`src/rtl/i2c_regs_pkg.sv`:
```
// Shared register map, bit positions and FSM encoding for the I2C master
// register front end, the EEPROM sequencer and the byte controller.
package i2c_regs_pkg;

    localparam logic [2:0] ADDR_PRERLO = 3'd0;
    localparam logic [2:0] ADDR_PRERHI = 3'd1;
    localparam logic [2:0] ADDR_CTR    = 3'd2;
    localparam logic [2:0] ADDR_TXR    = 3'd3;
    localparam logic [2:0] ADDR_RXR    = 3'd3;
    localparam logic [2:0] ADDR_CR     = 3'd4;
    localparam logic [2:0] ADDR_SR     = 3'd4;

    localparam int unsigned CTR_EN  = 7;
    localparam int unsigned CTR_IEN = 6;

    localparam int unsigned CR_STA  = 7;
    localparam int unsigned CR_STO  = 6;
    localparam int unsigned CR_RD   = 5;
    localparam int unsigned CR_WR   = 4;
    localparam int unsigned CR_ACK  = 3;
    localparam int unsigned CR_IACK = 0;

    localparam int unsigned SR_RXACK = 7;
    localparam int unsigned SR_BUSY  = 6;
    localparam int unsigned SR_AL    = 5;
    localparam int unsigned SR_TIP   = 1;
    localparam int unsigned SR_IF    = 0;

    typedef enum logic {
        ST_IDLE = 1'b0,
        ST_BUSY = 1'b1
    } state_t;

endpackage

```
`src/rtl/i2c_master_regs.sv`:
```
// Register front end of the I2C master: decodes write/read strobes into the
// register set and hands byte commands to the byte controller.
module i2c_master_regs
    import i2c_regs_pkg::*;
#(
    parameter int unsigned DW       = 8,
    parameter logic [15:0] PRER_RST = 16'hFFFF
) (
    input  logic          I_CLK,
    input  logic          I_RESETN,
    input  logic          I_TX_EN,
    input  logic [2:0]    I_WADDR,
    input  logic [DW-1:0] I_WDATA,
    input  logic          I_RX_EN,
    input  logic [2:0]    I_RADDR,
    output logic [DW-1:0] O_RDATA,
    output logic          o_core_en,
    output logic [15:0]   o_prescale,
    output logic          o_cmd_valid,
    output logic          o_cmd_sta,
    output logic          o_cmd_sto,
    output logic          o_cmd_rd,
    output logic          o_cmd_wr,
    output logic          o_cmd_nack,
    output logic [7:0]    o_txd,
    input  logic          i_cmd_done,
    input  logic [7:0]    i_rxd,
    input  logic          i_rx_ack,
    input  logic          i_bus_busy,
    input  logic          i_arb_lost,
    output logic          o_irq,
    output state_t        o_dbg_state
);

    // Command handshake: o_cmd_valid rises the cycle after an accepted CR
    // write and the command bits stay frozen until i_cmd_done, i_arb_lost or
    // CTR.EN clearing takes the FSM back to IDLE.

    state_t        state_q, state_d;
    logic [15:0]   prer_q, prer_d;
    logic          ctr_en_q, ctr_en_d;
    logic          ctr_ien_q, ctr_ien_d;
    logic [7:0]    txr_q, txr_d;
    logic [7:0]    rxr_q, rxr_d;
    logic          sta_q, sta_d, sto_q, sto_d, rd_q, rd_d, wr_q, wr_d, nack_q, nack_d;
    logic          rx_ack_q, rx_ack_d;
    logic          busy_q, busy_d;
    logic          al_q, al_d;
    logic          if_q, if_d;
    logic          irq_q, irq_d;
    logic [DW-1:0] rdata_q, rdata_d;

    logic [7:0]    wdata;
    logic [7:0]    sr_byte;
    logic [7:0]    rd_byte;
    logic          cr_wr;
    logic          cmd_req;

    assign wdata   = I_WDATA[7:0];
    assign sr_byte = {rx_ack_q, busy_q, al_q, 3'b000, (state_q == ST_BUSY), if_q};
    assign cr_wr   = I_TX_EN && (I_WADDR == ADDR_CR) && ctr_en_q;
    assign cmd_req = cr_wr && (|wdata[CR_STA:CR_WR]);

    always_comb begin
        rd_byte = 8'h00;
        case (I_RADDR)
            ADDR_PRERLO: rd_byte = prer_q[7:0];
            ADDR_PRERHI: rd_byte = prer_q[15:8];
            ADDR_CTR:    rd_byte = {ctr_en_q, ctr_ien_q, 6'b000000};
            ADDR_RXR:    rd_byte = rxr_q;
            ADDR_SR:     rd_byte = sr_byte;
            default:     rd_byte = 8'h00;
        endcase
    end

    always_comb begin
        state_d   = state_q;
        prer_d    = prer_q;
        ctr_en_d  = ctr_en_q;
        ctr_ien_d = ctr_ien_q;
        txr_d     = txr_q;
        rxr_d     = rxr_q;
        sta_d     = sta_q;
        sto_d     = sto_q;
        rd_d      = rd_q;
        wr_d      = wr_q;
        nack_d    = nack_q;
        rx_ack_d  = rx_ack_q;
        al_d      = al_q;
        if_d      = if_q;
        busy_d    = i_bus_busy;
        irq_d     = if_q & ctr_ien_q;
        rdata_d   = rdata_q;

        if (I_RX_EN) begin
            rdata_d = DW'(rd_byte);
        end

        if (I_TX_EN) begin
            case (I_WADDR)
                ADDR_PRERLO: if (!ctr_en_q) prer_d[7:0]  = wdata;
                ADDR_PRERHI: if (!ctr_en_q) prer_d[15:8] = wdata;
                ADDR_CTR: begin
                    ctr_en_d  = wdata[CTR_EN];
                    ctr_ien_d = wdata[CTR_IEN];
                end
                ADDR_TXR:    txr_d = wdata;
                default: ;
            endcase
        end

        // IACK is evaluated first so that a same-cycle completion re-sets IF.
        if (cr_wr && wdata[CR_IACK]) begin
            if_d = 1'b0;
        end

        case (state_q)
            ST_IDLE: begin
                if (cmd_req) begin
                    state_d = ST_BUSY;
                    sta_d   = wdata[CR_STA];
                    sto_d   = wdata[CR_STO];
                    rd_d    = wdata[CR_RD];
                    wr_d    = wdata[CR_WR];
                    nack_d  = wdata[CR_ACK];
                    if (wdata[CR_STA]) al_d = 1'b0;
                end
            end
            ST_BUSY: begin
                if (i_arb_lost) begin
                    state_d = ST_IDLE;
                    al_d    = 1'b1;
                    if_d    = 1'b1;
                end else if (i_cmd_done) begin
                    state_d  = ST_IDLE;
                    if_d     = 1'b1;
                    rx_ack_d = i_rx_ack;
                    if (rd_q) rxr_d = i_rxd;
                end else if (!ctr_en_d) begin
                    state_d = ST_IDLE;
                end
            end
            default: state_d = ST_IDLE;
        endcase

        if (state_d == ST_IDLE) begin
            sta_d  = 1'b0;
            sto_d  = 1'b0;
            rd_d   = 1'b0;
            wr_d   = 1'b0;
            nack_d = 1'b0;
        end
    end

    always_ff @(posedge I_CLK or negedge I_RESETN) begin
        if (!I_RESETN) begin
            state_q   <= ST_IDLE;
            prer_q    <= PRER_RST;
            ctr_en_q  <= 1'b0;
            ctr_ien_q <= 1'b0;
            txr_q     <= 8'h00;
            rxr_q     <= 8'h00;
            sta_q     <= 1'b0;
            sto_q     <= 1'b0;
            rd_q      <= 1'b0;
            wr_q      <= 1'b0;
            nack_q    <= 1'b0;
            rx_ack_q  <= 1'b0;
            busy_q    <= 1'b0;
            al_q      <= 1'b0;
            if_q      <= 1'b0;
            irq_q     <= 1'b0;
            rdata_q   <= '0;
        end else begin
            state_q   <= state_d;
            prer_q    <= prer_d;
            ctr_en_q  <= ctr_en_d;
            ctr_ien_q <= ctr_ien_d;
            txr_q     <= txr_d;
            rxr_q     <= rxr_d;
            sta_q     <= sta_d;
            sto_q     <= sto_d;
            rd_q      <= rd_d;
            wr_q      <= wr_d;
            nack_q    <= nack_d;
            rx_ack_q  <= rx_ack_d;
            busy_q    <= busy_d;
            al_q      <= al_d;
            if_q      <= if_d;
            irq_q     <= irq_d;
            rdata_q   <= rdata_d;
        end
    end

    assign O_RDATA     = rdata_q;
    assign o_core_en   = ctr_en_q;
    assign o_prescale  = prer_q;
    assign o_cmd_valid = (state_q == ST_BUSY);
    assign o_cmd_sta   = sta_q;
    assign o_cmd_sto   = sto_q;
    assign o_cmd_rd    = rd_q;
    assign o_cmd_wr    = wr_q;
    assign o_cmd_nack  = nack_q;
    assign o_txd       = txr_q;
    assign o_irq       = irq_q;
    assign o_dbg_state = state_q;

endmodule

```
`config.mk`:
```
export PLATFORM = sky130hd
export DESIGN_NAME = i2c_master_regs
export DESIGN_NICKNAME = d
export VERILOG_FILES = /design/src/rtl/i2c_regs_pkg.sv /design/src/rtl/i2c_master_regs.sv
export SDC_FILE = /design/constraint.sdc
export NUM_CORES = 1
export LEC_CHECK = 0
export BUFFER_PORTS_ARGS = -buffer_cell sky130_fd_sc_hd__buf_2
export CAP_MARGIN = 20
export CORE_ASPECT_RATIO = 1.2
export CORE_MARGIN = 3
export CORE_UTILIZATION = 25
export CTS_CLUSTER_SIZE = 8
export DETAILED_ROUTE_END_ITERATION = 6
export PLACE_DENSITY_LB_ADDON = 0.08
export SLEW_MARGIN = 25
export SYNTH_ARGS = -nofsm -noshare
export SYNTH_HDL_FRONTEND = slang
export SYNTH_SLANG_ARGS = --single-unit
export TNS_END_PERCENT = 1
```
`constraint.sdc`:
```
create_clock -name I_CLK -period 2 [get_ports I_CLK]
set_clock_uncertainty 0.2 [all_clocks]
set_input_delay 0.1 -clock I_CLK [delete_from_list [all_inputs] [get_ports I_CLK]]
set_output_delay 0.1 -clock I_CLK [all_outputs]
set_load 0.02 [all_outputs]
```
==> metrics.md, run 1 <==
| Metric | Value |
|---|---|
| Setup CP Type | `reg2reg` |
| Slew Limit Fails | `0` |
| Antenna cells | `0` |
| Syn_nets | `197` |
| Seq/Total Area, Yosys | `57.3%` |
| EDFF count, synth | `0` |
| Hold Crit Start | `i_cmd_done` |
| Final WL | `~6.3 mm` |
| Synth area leader | `dfrtp_1` |
| Root Driver | `clkbuf_8` |
| Core Util, Final | `approximately a third` |
| Avg Inst Size Synth | `roughly 14 µm²` |
| Initial Utilization | `between 20% and 30%` |
| Crit. End Element | `flip-flop` |
| Total track usage | `around an eighth` |
| CTS buffer count | `5` |
| Setup bufs post-CTS | `0` |
| Period utilization | `a little over nine tenths` |
| Vias in the first global route | `1,825` |
| CTS Sinks | `53` |
| Hold WS | `~0.012 ns` |
| Post-Place Worst Slack | `0.182 ns` |
| Yosys cell types | `35` |
| First-pass GRT wire length | `10.2 mm` |
| Area growth from synthesis to layout | `36.2%` |
| Max rail drop VDD | `0.313 mV` |
| Cell with the most instances after synthesis | `dfrtp_1` |
| Nets@finish | `~300` |
| Critical path peak fanout | `5` |
| Final hold vios | `0` |
| Hold Crit Depth | `3` |
| Relative slew slack | `roughly 67%` |
| Cell count after placement | `about 360` |
| Initial drt markers | `44` |
| Remaining Overflow, GRT | `0` |
| CP required | `~2 ns` |
| RSZ-0062 raised after global routing | `false` |
| Ys Warns | `0` |
| Synth cell count leaders | `dfrtp_1 (37), mux2_2 (36), dfstp_2 (16), mux2_4 (8)` |
| CTS clk-pin slew, worst paths | `between 0.1 and 0.15 ns` |
| Height of the chip | `about 110 µm` |
| Yosys reg bits | `53` |
| Pre-antenna DRT Iters | `4` |
| Io pins | `71` |
| Latest clock arrival within the worst-skew pair | `approximately 0.31 ns` |
| Startpoint Class | `flip-flop` |
| Core box area | `9080 µm²` |
| Drt drc | `0` |
| HP Class | `in2reg` |
| Max Cap Viol | `0` |
| Synthesized area | `between 2000 and 2500 µm²` |
| CTS Buffer Depth | `2` |
| H-tree Lvls | `2` |
| Routed WL per cell | `about 16 µm` |
| Fin cells | `387` |
| Post-synth ARST share | `100%` |
| R2R depth | `4` |
| Post-synth top area share | `between 30% and 40%` |
| TritonCTS clock tree | `built` |
| Detailed Place HPWL | `approximately 4.6 mm` |
| Worst reg2reg startpoint | `o_cmd_valid` |
| CP Launch Point | `o_cmd_valid` |
| DR vias | `~1.7k` |
| Peak Freq | `between 500 and 600 MHz` |
| Die area | `10,600 µm²` |
| Synth Flop Type | `dfrtp_1` |
| Chip Width | `roughly 95 µm` |
| Power Dens Cells | `approximately 870 nW/µm²` |
| Port bufs | `70` |
| Tmin final | `1.90 ns` |
| Row count | `38` |
| Ratio of cells with drive above 1 in the final layout | `a little under three fifths` |
| Status | `finished clean` |
| Number of vias per cell | `between 4 and 5` |
| CP arrival | `between 1.5 and 2 ns` |
| Antenna Nets Post-Route | `0` |
| Setup TNS | `0 ns` |
| Largest net degree at the start of global routing | `36` |
| Initial antenna violation count | `0` |
| Cells after synthesis | `167` |
| Pleak | `between 1.5 and 2 nW` |
| Worst slew pin tran | `just under 0.5 ns` |
| Area contributors post-synth | `dfrtp_1 (39%), dfstp_2 (18%), mux2_2 (17%), mux2_4 (5.1%), mux2i_1 (2.1%)` |
| Routability cong. | `between 0.6 and 0.7` |
| Final Setup Violations | `0` |
| Final worst setup slack | `slightly above 0.1 ns` |
worst max-delay path: stages (launching register included):
cell and delay [ns]:
dfrtp_1 0.45, nor2b_1 0.16, nand2_1 0.09, mux2_2 0.33, dlygate4sd3_1 0.56
placed cells by master (no fill, tap or decap), drive strengths merged, types with 3 or more instances in the layout:
| master | instances |
|---|---|
| a22oi | 3 |
| nand2 | 3 |
| mux2 | 44 |
| o22ai | 6 |
| mux2i | 5 |
| a22o | 4 |
| nor2 | 3 |
| buf | 75 |
| dfrtp | 37 |
| dfstp | 16 |
| dlygate4sd3 | 24 |
| a2bb2oi | 3 |
| nor2b | 3 |
| nand3 | 3 |
| nand2b | 3 |
| inv | 7 |
| clkbuf | 5 |
timing repair:
| action | in CTS | in global routing |
|---|---|---|
| hold endpoints to repair | 93 | 0 |
| setup endpoints to repair | 0 | 6 |
| resized for setup | 0 | 1 |
| hold buffers | 24 | 0 |
registers in the layout, summed over array words and instances (netlist names):
register / flops
o_core_en: 1
o_cmd_rd: 1
o_cmd_sta: 1
rx_ack_q: 1
o_txd: 8
O_RDATA: 8
o_cmd_wr: 1
o_irq: 1
o_prescale: 16
o_cmd_nack: 1
o_cmd_sto: 1
busy_q: 1
al_q: 1
ctr_ien_q: 1
o_cmd_valid: 1
rxr_q: 8
if_q: 1
routing by layer:
| metal | global-route usage (%) | vias to the layer above | wire length, µm |
|---|---|---|---|
| li1 | - | 818 | - |
| met1 | 16.9 | 814 | 2920 |
| met2 | 19.9 | 42 | 2990 |
| met5 | 0 | - | 0 |
| met3 | 3.22 | 4 | 338 |
| met4 | 3.18 | 0 | 51 |
area by class of cell:
class | count | area (µm²)
Tap cell | 120 | 150
Multi-Input combinational cell | 101 | 947
Clock buffer | 5 | 68.8
Fill cell | 944 | 5880
Inverter | 6 | 22.5
Sequential cell | 53 | 1350
Clock inverter | 3 | 25.0
Timing Repair Buffer | 99 | 641
metrics by stage:
stage	cell area, µm²	total power [mW]
final	3200	2.78
after global routing	3200	2.95
after CTS	3200	2.84
after detailed placement	2860	2.14
after global placement	2860	2.13
after floorplan	2350	1.83
where the power goes:
part           total, mW  switching (mW)  internal, mW
Sequential          1.40           0.111          1.29
Combinational      0.741           0.390         0.351
Clock              0.641           0.387         0.254
cells by family after synthesis:
family / share of synthesized area [%]
AOI/OAI and AO/OA: 8.68
buffers and inverters: 2.56
DFF: 57.3
muxes: 24.5
and+or+nand+nor: 6.98
final timing paths:
| kind | endpoint | slack [ns] |
|---|---|---|
| max in group asynchronous | o_prescale[14] | 0.89 |
| setup reg to reg | rx_ack_q | 0.10 |
| hold reg to reg | O_RDATA[7] | 0.31 |
| hold / removal | if_q | 0.01 |
| setup / recovery | rx_ack_q | 0.10 |
| min in group asynchronous | o_txd[2] | 0.08 |
Note: power is estimated with default switching activity, not from simulation.
==> inputs of run 2 (changes only) <==
--- a/config.mk
+++ b/config.mk
@@ -5,13 +5,12 @@
 export SDC_FILE = /design/constraint.sdc
 export NUM_CORES = 1
 export LEC_CHECK = 0
-export BUFFER_PORTS_ARGS = -buffer_cell sky130_fd_sc_hd__buf_2
 export CAP_MARGIN = 20
 export CORE_ASPECT_RATIO = 1.2
-export CORE_MARGIN = 3
 export CORE_UTILIZATION = 25
 export CTS_CLUSTER_SIZE = 8
 export DETAILED_ROUTE_END_ITERATION = 6
+export DONT_BUFFER_PORTS = 1
 export PLACE_DENSITY_LB_ADDON = 0.08
 export SLEW_MARGIN = 25
 export SYNTH_ARGS = -nofsm -noshare
==> run 2 against run 1 <==
Compared with the run above: combinational power down 41%; first-iteration DRC count is 4.5% lower; global-route usage increased by 1.0 points; via count shrank 10%; sequential power rose by 14%; critical path depth increased by 1; hold slack better by 0.034 ns; die area decreased by 7.6%; critical endpoint is now if_q; flip-flop and latch count did not move.
==> metrics.md, run 2 (synthesized netlist as in run 1, its figures left out) <==
| Metric | Value |
|---|---|
| Ratio of cells with drive above 1 in the final layout | `36.8% (-18 points)` |
| Routed WL per cell | `19.4 µm (+19%)` |
| Commonest non-fill, non-tap cell in the layout | `dfrtp_1` |
| CTS Sinks | `53 (unchanged)` |
| CTS buffer count | `5 (unchanged)` |
| TritonCTS clock tree | `built` |
| Antenna cells | `0 (unchanged)` |
| Number of vias per cell | `4.65 (+7.3%)` |
| CTS clk-pin slew, worst paths | `0.10 ns (about the same)` |
| Max rail drop VDD | `0.405 mV (+29%)` |
| Initial antenna violation count | `0 (unchanged)` |
| Io pins | `71 (unchanged)` |
| Initial drt markers | `42 (-4.5%)` |
| CTS Buffer Depth | `2 (unchanged)` |
| Pleak | `1.27 nW (-17%)` |
| Antenna Nets Post-Route | `0 (unchanged)` |
| Height of the chip | `108 µm (-3.6%)` |
| Setup bufs post-CTS | `0 (unchanged)` |
| Detailed Place HPWL | `4.40 mm (-5.2%)` |
| Post-Place Worst Slack | `0.138 ns (-0.0435 ns)` |
| Final hold vios | `0 (unchanged)` |
| Nets@finish | `233 (-21%)` |
| Most frequent cells in the layout | `dfrtp_1 (37), mux2_2 (36), dlygate4sd3_1 (33)` |
| Slew Limit Fails | `0 (unchanged)` |
| Max reg flops | `16 (unchanged)` |
| Core box area | `9080 µm² (unchanged)` |
| Final worst setup slack | `0.0811 ns (-0.0224 ns)` |
| Status | `finished clean` |
| Setup CP Type | `reg2reg` |
| Initial Utilization | `25.9% (unchanged)` |
| Latest clock arrival within the worst-skew pair | `0.31 ns (about the same)` |
| Vias in the first global route | `1,716 (-6.0%)` |
| Routability cong. | `0.689 (+0.92%)` |
| Startpoint Class | `flip-flop` |
| Pre-antenna DRT Iters | `4 (unchanged)` |
| Chip Width | `90.5 µm (-4.2%)` |
| Area growth from synthesis to layout | `25.8%` |
| Root Driver | `clkbuf_8` |
| First-pass GRT wire length | `10.1 mm (-0.88%)` |
| Row count | `38 (unchanged)` |
| Total track usage | `13.5% (+1.0 points)` |
| DP Area | `2480 µm² (-13%)` |
| Max Cap Viol | `0 (unchanged)` |
| DR vias | `1,508 (-10%)` |
| Period utilization | `95.9% (+1.1 points)` |
| Remaining Overflow, GRT | `0 (unchanged)` |
| Worst slew pin tran | `0.574 ns (+0.0811 ns)` |
| Critical path peak fanout | `6 (+1)` |
| Power Dens Cells | `940 nW/µm² (+8.3%)` |
| Largest net degree at the start of global routing | `54 (+50%)` |
| Relative slew slack | `61.7% (-5.3 points)` |
| Final WL | `6.29 mm (-0.16%)` |
| Port bufs | `0 (-100%)` |
| Fillers | `926 (-1.9%)` |
| HP Class | `in2reg` |
| Tmin final | `1.92 ns (+0.0224 ns)` |
| Crit. End Element | `flip-flop` |
| H-tree Lvls | `2 (unchanged)` |
| Die area | `9790 µm² (-7.6%)` |
| Design area | `2960 µm² (-7.7%)` |
| Final Power | `2.78 mW (about the same)` |
| CP required | `2.00 ns (about the same)` |
| Peak Freq | `521 MHz (-1.2%)` |
| Final Setup Violations | `0 (unchanged)` |
| Drt drc | `0 (unchanged)` |
| CP arrival | `1.92 ns (+0.02 ns)` |
run 2: final cells by class:
type	instances	area [µm²]	area share, %
timing repair buffer	36	373	12.6
tap	120	150	5.08
clock inverter	3	46.3	1.57
inverter	6	22.5	0.762
multi-input combinational	101	948	32.1
clock buffer	5	68.8	2.33
sequential	53	1350	45.6
run 2: report_power, final:
group,total [mW],leakage [nW],internal (mW),switching (mW)
clock network,0.747,0.0543,0.375,0.372
registers,1.59,0.655,1.29,0.303
logic,0.437,0.564,0.267,0.170
run 2: metrics by stage:
| stage | utilization, % | cells | TNS [ns] | hold slack [ns] |
|---|---|---|---|---|
| floorplan | - | 167 | 0 | -0.396 |
| global placement | 27.3 | 282 | 0 | -0.393 |
| detailed placement | 27.3 | 282 | 0 | -0.393 |
| CTS | 32.5 | 324 | 0 | 0.0325 |
| global route | 32.5 | 324 | -0.0265 | 0.0366 |
| finish | 32.5 | 324 | 0 | 0.0456 |
run 2: final timing paths:
path	endpoint	slack [ns]	from	cells past startpoint
worst min-delay path	ctr_ien_q	0.05	I_WADDR[1]	2
min in group asynchronous	O_RDATA[2]	0.12	I_RESETN	2
worst min register to register	rxr_q[7]	0.31	rxr_q[7]	1
worst max-delay path	if_q	0.08	o_core_en	5
max in group asynchronous	o_prescale[8]	1.18	I_RESETN	2
worst max register to register	if_q	0.08	o_core_en	5
run 2: timing repair:
| item | in CTS | in global routing |
|---|---|---|
| endpoints found under the hold margin | 105 | 0 |
| endpoints found under the setup margin | 0 | 1 |
| resized for setup | 0 | 1 |
| hold buffers | 34 | 0 |
run 2: per-layer routing:
layer  share of wire (%)  global-route usage [%]
met5                   0                       0
met4                0.22                    3.80
met3                 6.3                    4.22
met2                  50                    23.3
met1                  43                    16.2
run 2: worst max-delay path: stages, from the launching register on:
cell,delay [ns]
dfrtp_1,0.35
buf_4,0.18
nor3b_2,0.20
nand4_1,0.12
a21bo_2,0.22
dlygate4sd3_1,0.54
==> inputs of run 3 (changes only) <==
--- a/config.mk
+++ b/config.mk
@@ -8,10 +8,9 @@
 export CAP_MARGIN = 20
 export CORE_ASPECT_RATIO = 1.2
 export CORE_UTILIZATION = 25
-export CTS_CLUSTER_SIZE = 8
 export DETAILED_ROUTE_END_ITERATION = 6
 export DONT_BUFFER_PORTS = 1
-export PLACE_DENSITY_LB_ADDON = 0.08
+export PLACE_DENSITY_LB_ADDON = 0.2
 export SLEW_MARGIN = 25
 export SYNTH_ARGS = -nofsm -noshare
 export SYNTH_HDL_FRONTEND = slang
==> run 3 against run 2 <==
Compared with the run above: sequential share of layout area increased by 0.097 points; fmax is essentially flat; total power shrank 3.5%; worst setup slack lost 0.0014 ns; critical endpoint unchanged.
==> metrics.md, run 3 (synthesized netlist as in run 1, its figures left out) <==
| Metric | Value |
|---|---|
| Critical path peak fanout | `6 (unchanged)` |
| TritonCTS clock tree | `built` |
| Remaining Overflow, GRT | `0 (unchanged)` |
| Detailed Place HPWL | `4.59 mm (+4.3%)` |
| Pre-antenna DRT Iters | `4 (unchanged)` |
| Design area | `2950 µm² (-0.21%)` |
| Port bufs | `0 (unchanged)` |
| Final WL | `6.45 mm (+2.4%)` |
| Setup CP Type | `reg2reg` |
| Area growth from synthesis to layout | `25.5%` |
| HP Class | `in2reg` |
| Initial drt markers | `67 (+60%)` |
| R2r endpoint | `if_q` |
| Number of vias per cell | `4.77 (+2.4%)` |
| Ratio of cells with drive above 1 in the final layout | `37.1% (+0.31 points)` |
| Crit. End Element | `flip-flop` |
| CTS clk-pin slew, worst paths | `0.10 ns (about the same)` |
| Period utilization | `96.0% (about the same)` |
| DP Area | `2480 µm² (+0.30%)` |
| Final Power | `2.68 mW (-3.5%)` |
| DR vias | `1,549 (+2.7%)` |
| CTS Sinks | `53 (unchanged)` |
| Seq. cell area | `1350 µm² (unchanged)` |
| Nets@finish | `234 (+0.43%)` |
| Fillers | `902 (-2.6%)` |
| Height of the chip | `108 µm (unchanged)` |
| Io pins | `71 (unchanged)` |
| Worst Hold Path EP | `O_RDATA[7]` |
| First-pass GRT wire length | `10.0 mm (-0.81%)` |
| Initial antenna violation count | `0 (unchanged)` |
| Row count | `38 (unchanged)` |
| Worst slew pin tran | `0.570 ns (-0.00363 ns)` |
| Final hold vios | `0 (unchanged)` |
| Core box area | `9080 µm² (unchanged)` |
| Crit-path max cell delay | `0.54 ns (about the same)` |
| Total track usage | `13.7% (+0.19 points)` |
| H-tree Lvls | `2 (unchanged)` |
| Peak Freq | `521 MHz (about the same)` |
| Max reg flops | `16 (unchanged)` |
| Max rail drop VDD | `0.285 mV (-29%)` |
| Antenna Nets Post-Route | `0 (unchanged)` |
| Crit-path cells | `buf_4 > nor3b_2 > nand4_1 > a21bo_2 > dlygate4sd3_1` |
| Routed WL per cell | `19.8 µm (+2.1%)` |
| Initial Utilization | `25.9% (unchanged)` |
| Core Util, Final | `32.5% (-0.069 points)` |
| Status | `finished clean` |
| Vias in the first global route | `1,726 (+0.58%)` |
| Relative slew slack | `61.9% (+0.14 points)` |
| Commonest non-fill, non-tap cell in the layout | `dfrtp_1` |
| Largest net degree at the start of global routing | `54 (unchanged)` |
| Die area | `9790 µm² (unchanged)` |
| CTS Buffer Depth | `2 (unchanged)` |
| Tmin final | `1.92 ns (+0.00135 ns)` |
| Startpoint Class | `flip-flop` |
| Most frequent cells in the layout | `dfrtp_1 (37), mux2_2 (36), dlygate4sd3_1 (31)` |
| CP arrival | `1.91 ns (about the same)` |
| Latest clock arrival within the worst-skew pair | `0.30 ns (about the same)` |
| Routability cong. | `0.725 (+5.3%)` |
| Max Cap Viol | `0 (unchanged)` |
| Pleak | `1.29 nW (+1.6%)` |
| Drt drc | `0 (unchanged)` |
| R2R depth | `5 (unchanged)` |
| Hold Crit Depth | `3 (+1)` |
| Antenna cells | `0 (unchanged)` |
| Critical-path top delay cell | `dlygate4sd3_1` |
| Hold Crit Start | `I_RADDR[1]` |
| R2r setup slk | `0.08 ns (about the same)` |
| Final Setup Violations | `0 (unchanged)` |
| CTS buffer count | `5 (unchanged)` |
| CP required | `1.99 ns (about the same)` |
| Area of the multi-input gates | `948 µm² (unchanged)` |
| Worst reg2reg startpoint | `o_core_en` |
| Setup bufs post-CTS | `0 (unchanged)` |
| Slew Limit Fails | `0 (unchanged)` |
| Root Driver | `clkbuf_8` |
| Chip Width | `90.5 µm (unchanged)` |
| Power Dens Cells | `910 nW/µm² (-3.3%)` |
-- run 3: changes by cell type in the layout (fill, tap and decap cells not counted), sizes merged --
cell / before / now
clkinv: 1 / 2
buf: 3 / 4
clkbuf: 5 / 6
dlymetal6s4s: 0 / 2
dlygate4sd3: 33 / 31
bufinv: 1 / 0
clkinvlp: 1 / 0
-- run 3: worst max path at each step --
stage / start / endpoint / slack [ns] / cells past startpoint
after global placement: o_core_en / o_prescale[2] / 0.24 / 2
after CTS: I_RADDR[1] / O_RDATA[5] / 0.03 / 5
after floorplan: o_core_en / o_prescale[0] / 0.25 / 3
after global routing: o_core_en / if_q / -0.005 / 5
after detailed placement: o_core_en / o_prescale[2] / 0.21 / 2
final: o_core_en / if_q / 0.08 / 5
-- run 3: final cells by class --
class / count / share of cell area [%]
Multi-Input combinational cell: 101 / 32.2
Clock inverter: 2 / 0.467
Inverter: 6 / 0.764
Sequential cell: 53 / 45.7
Clock buffer: 6 / 2.80
Timing Repair Buffer: 37 / 13.1
Tap cell: 120 / 5.09
-- run 3: where the power goes --
| part | leakage [nW] | total (mW) | switching (mW) | internal (mW) |
|---|---|---|---|---|
| registers | 0.655 | 1.61 | 0.315 | 1.29 |
| logic | 0.588 | 0.431 | 0.166 | 0.266 |
| clock network | 0.0512 | 0.644 | 0.363 | 0.282 |
-- run 3: layer usage --
metal	vias to the layer above	wire (µm)	track usage, %
li1	698	-	-
met1	778	2670	16.0
met2	61	3250	23.4
met3	12	340	3.31
met4	0	192	7.03
met5	-	0	0
-- run 3: timing repair --
action | 4_1_cts | 5_1_grt
endpoints found under the setup margin | 0 | 3
gates resized for setup | 0 | 3
hold endpoints to repair | 105 | 0
hold buffers | 34 | 0
-- run 3: metrics by stage --
step | setup TNS, ns | instances | worst slack [ns] | hold WS [ns]
final | 0 | 325 | 0.0797 | 0.00702
after global routing | -0.00538 | 325 | -0.00538 | 0.00726
after CTS | 0 | 325 | 0.0346 | 0.00204
after detailed placement | 0 | 283 | 0.207 | -0.395
after global placement | 0 | 283 | 0.237 | -0.394
after floorplan | 0 | 167 | 0.249 | -0.396
-- run 3: critical path: cells and delay by family (launching register included) --
| kind | cells | cell delay (ns) |
|---|---|---|
| AO/OA/AOI/OAI | 1 | 0.22 |
| buffers and inverters | 2 | 0.72 |
| flip-flops | 1 | 0.35 |
| AND/OR/NAND/NOR | 2 | 0.32 |
